## config.mk

```make
export PLATFORM = sky130hd
export DESIGN_NAME = input_debounce
export DESIGN_NICKNAME = d
export VERILOG_FILES = /design/src/rtl/input_debounce.sv
export SDC_FILE = /design/constraint.sdc
export NUM_CORES = 1
export LEC_CHECK = 0
export ABC_CLOCK_PERIOD_IN_PS = 2450
export BUFFER_PORTS_ARGS = -buffer_cell sky130_fd_sc_hd__buf_2
export CAP_MARGIN = 20
export CORE_MARGIN = 1.5
export CORE_UTILIZATION = 39
export CTS_BUF_LIST = sky130_fd_sc_hd__clkbuf_8
export DETAILED_ROUTE_END_ITERATION = 8
export HOLD_SLACK_MARGIN = 0.08
export SETUP_SLACK_MARGIN = 0.2
export SYNTH_ARGS = -nofsm -noshare
export SYNTH_HDL_FRONTEND = slang
export SYNTH_SLANG_ARGS = --single-unit
```

## constraint.sdc

```tcl
create_clock -name clk -period 2.45 [get_ports clk]
set_input_delay 0.245 -clock clk [delete_from_list [all_inputs] [get_ports clk]]
set_output_delay 0.245 -clock clk [all_outputs]
set_load 0.02 [all_outputs]
```

## src/rtl/input_debounce.sv

```systemverilog
// rtl/input_debounce.sv - per-channel two-flop synchronizer and tick-based debouncer with rise/fall pulses
module input_debounce #(
  parameter int unsigned       WIDTH        = 4,
  parameter int unsigned       TICK_DIV     = 100000,
  parameter int unsigned       STABLE_TICKS = 10,
  parameter logic [WIDTH-1:0]  RESET_VAL    = '0
) (
  input  logic             clk,
  input  logic             rst,
  input  logic [WIDTH-1:0] din,
  output logic [WIDTH-1:0] dout,
  output logic [WIDTH-1:0] rise,
  output logic [WIDTH-1:0] fall,
  output logic             tick
);

  localparam int unsigned PW = (TICK_DIV > 1) ? $clog2(TICK_DIV) : 1;
  localparam int unsigned CW = $clog2(STABLE_TICKS + 1);
  localparam logic [PW-1:0] PRE_LAST = PW'(TICK_DIV - 1);
  localparam logic [CW-1:0] CNT_LAST = CW'(STABLE_TICKS - 1);

  logic [WIDTH-1:0] sync1;
  logic [WIDTH-1:0] s;
  logic [PW-1:0]    pre;
  logic [CW-1:0]    cnt [WIDTH];

  // Two-flop synchronizer; only s is used by the debounce logic.
  always_ff @(posedge clk) begin
    if (rst) begin
      sync1 <= RESET_VAL;
      s     <= RESET_VAL;
    end else begin
      sync1 <= din;
      s     <= sync1;
    end
  end

  // Shared prescaler; tick is registered off the last count so the first strobe lands TICK_DIV cycles after reset.
  always_ff @(posedge clk) begin
    if (rst) begin
      pre  <= '0;
      tick <= 1'b0;
    end else begin
      tick <= (pre == PRE_LAST);
      if (pre == PRE_LAST) begin
        pre <= '0;
      end else begin
        pre <= pre + PW'(1);
      end
    end
  end

  // Per-channel stability counters; any return to the current level restarts qualification.
  always_ff @(posedge clk) begin
    if (rst) begin
      dout <= RESET_VAL;
      rise <= '0;
      fall <= '0;
      for (int i = 0; i < int'(WIDTH); i++) begin
        cnt[i] <= '0;
      end
    end else begin
      rise <= '0;
      fall <= '0;
      for (int i = 0; i < int'(WIDTH); i++) begin
        if (s[i] == dout[i]) begin
          cnt[i] <= '0;
        end else if (tick) begin
          if (cnt[i] == CNT_LAST) begin
            dout[i] <= s[i];
            cnt[i]  <= '0;
            rise[i] <= s[i];
            fall[i] <= ~s[i];
          end else begin
            cnt[i] <= cnt[i] + CW'(1);
          end
        end
      end
    end
  end

endmodule
```

==> out/qor.yml <==
outcome:
  outcome: "complete, no violations"
sta:
  fmax_mhz: 583
  skew_ns: 0.0116
  fin_tns_setup_ns: 0
  grt_setup_unrepaired: "false"
  period_share_pct: 70.0
  drv_slew: 0
  max-slew-margin-rel_pct: 59.8
  hold_viol: 0
  setup_violations: 0
  fin_crit_ns: 1.71
  worst_pin_slew_ns: 0.603
final_layout:
  synthToLayoutAreaGrowth_pct: 11.9
  fillerInstances: 575
  antenna_cells: 0
  seq_area_sq_um: 1240
  final_cell_mix: "nor2_1, dfxtp_1, nand2_1"
  fin_util_pct: 45.9
  finalNetCount: 263
  multi_input_area_sq_um: 1000
  drive_above_1_share_pct: 12.9
routing:
  routed.top_layer: "met4"
  dr_total_vias: 1527
  vias_per_cell: 4.76
  drtAntennaViolNets: 0
  dr.pass1.iters: 4
  drt-wirelength-per-cell_microns: 11.6
  drtIter0Drc: 56
  totalWireLength_microns: 3730
  wl_met2_microns: 1670
  remaining_drc_errors: 0
  routed-wl-met3_microns: 127
  met1_length_microns: 1870
global_route:
  grt_usage_pct: 13.1
  grt_max_degree: 19
  grt_pass1_wl_microns: 6490
  antenna_found_initial: 0
  overflow: 0
  grt_pass1_vias: 1455
logic_synthesis:
  yosys_warnings: 0
  synthMuxAreaShare_pct: 0
  synthesis.nets: 242
  netlist_area_sq_um: 2300
  syn_avg_cell_area_sq_um: 10.1
  netlist_instances: 227
  synthAdderAreaFrac_pct: 4.90
  synth_top_family_by_area: "simple AND/OR/NAND/NOR gates"
  synth-compound-area-share_pct: 1.58
  synth_xor_xnor_area_share_pct: 9.90
  synthDistinctLibCells: 30
  synth-simple-area-share_pct: 27.2
  ys_seq_area_share_pct: 54.0
  synth-seq-cells: 54
die:
  die_w_microns: 79.8
  initial_core_util_pct: 41.0
  die_area_sq_um: 6370
  row_count: 27
  die_y_microns: 79.8
  design.core.area_sq_um: 5610
  io-pin-count: 19
clock_tree:
  clock-root-buffer: "clkbuf_8"
  cts_hold_buf: 0
  cts_buffers: 5
  clock_latency_ns: 0.31
  post_cts_resized: 0
  htreeDepth: 2
  tritoncts: "done"
  post_cts.repair.setup_buffers: 0
  ctsLongestPathBuffers: 2
  path_clk_slew_ns: 0.10
  cts_sinks: 54
worst_setup_path:
  crit_arrival_ns: 1.89
  critPathTopFamily: "simple AND/OR/NAND/NOR gates"
  cp_cell_sequence: "ha_1 > and4_4 > nand4_1 > nand2b_1 > nor2_1"
  slowest_delay_ns: 0.48
  cp-end-kind: "flip-flop"
  critPathRequiredTime_ns: 2.63
  cp_slowest_cell: "nand2b_1"
  critPathBufInv: 0
  start_kind: "flip-flop"
  worstPathMaxFanout: 16
  setup.worst_path.class: "reg -> reg"
pwr:
  p_leak_nw: 0.976
  power.density_nw_per_um2: 620
  peakVddDrop_mv: 0.317
place:
  port_buffers: 18
  gp_congestion: 0.805
  dp_hpwl_microns: 2630
run:
  maxCapViolCount: 0
hold_path:
  hp-class: "in -> reg"
synth_stat cells, drive strengths merged:
master | instances | area share [%]
or3 | 1 | 0.27
a21oi | 5 | 1.3
xor2 | 11 | 4.2
nand3 | 14 | 3.3
and3 | 1 | 0.33
nor3b | 8 | 2.6
nor4b | 1 | 0.38
xnor2 | 15 | 5.7
ha | 9 | 4.9
nor4bb | 2 | 0.87
and3b | 4 | 1.5
clkbuf | 2 | 0.38
nand2b | 1 | 0.27
nor2b | 13 | 3.5
and4 | 1 | 0.49
nor2 | 38 | 6.2
or4 | 1 | 0.49
nand4 | 7 | 1.9
dfxtp | 38 | 33
nand2 | 23 | 3.8
o31ai | 1 | 0.33
nor4 | 4 | 1.1
nor3 | 1 | 0.22
edfxtp | 16 | 21
buf | 3 | 0.92
inv | 7 | 1.1
path summary, 6_finish.rpt:
check	start	end	slack, ns	depth (start not counted)
worst max-delay path	pre[0]$_SDFF_PP0_	pre[8]$_SDFF_PP0_	0.74	5
worst min-delay path	din[1]	sync1[1]$_SDFF_PP0_	0.14	2
worst max register to register	pre[0]$_SDFF_PP0_	pre[8]$_SDFF_PP0_	0.74	5
worst min register to register	sync1[0]$_SDFF_PP0_	s[0]$_SDFF_PP0_	0.43	1
per-stage QoR:
step,instance area [sq um],power (mW),setup WS (ns),hold WS (ns),instances
after global placement,2460,1.00,0.747,0.418,313
after detailed placement,2460,1.00,0.698,0.426,313
final,2570,1.60,0.735,0.139,321
after CTS,2570,1.62,0.688,0.130,321
after global routing,2570,1.67,0.551,0.132,321
after floorplan,2300,0.992,0.879,0.317,227
cell families after synthesis:
logic type	count (synthesis)
xor gates and xnor gates	26
DFF	54
adders and majority gates	9
AOI/OAI and AO/OA	6
buffers and inverters	12
and+or+nand+nor	120
final cells by class:
cell class              instances  area share, %
clock inverters                 3           1.85
multi-input cells             161           38.9
inverters                       7           1.02
repair buffers                 19           3.79
clock buffers                   5           2.67
flip-flops and latches         54           48.2
well taps                      72           3.50
layer usage:
metal,vias to the layer above,global-route usage (%)
li1,808,-
met1,688,16.4
met5,-,0
met4,0,5.17
met2,24,21.7
met3,7,3.09
where the power goes:
part / switching (mW) / leakage (nW) / internal (mW)
Combinational: 0.0213 / 0.417 / 0.0161
Sequential: 0.0134 / 0.500 / 0.932
Clock: 0.301 / 0.0591 / 0.312
Total: 0.335 / 0.976 / 1.26
flip-flops by register name, summed over array words and instances, names as in the netlist:
register	cells
s	4
tick	1
pre	17
fall	4
sync1	4
dout	4
rise	4
cnt	16
No activity file was read; power rests on OpenSTA's default activity.
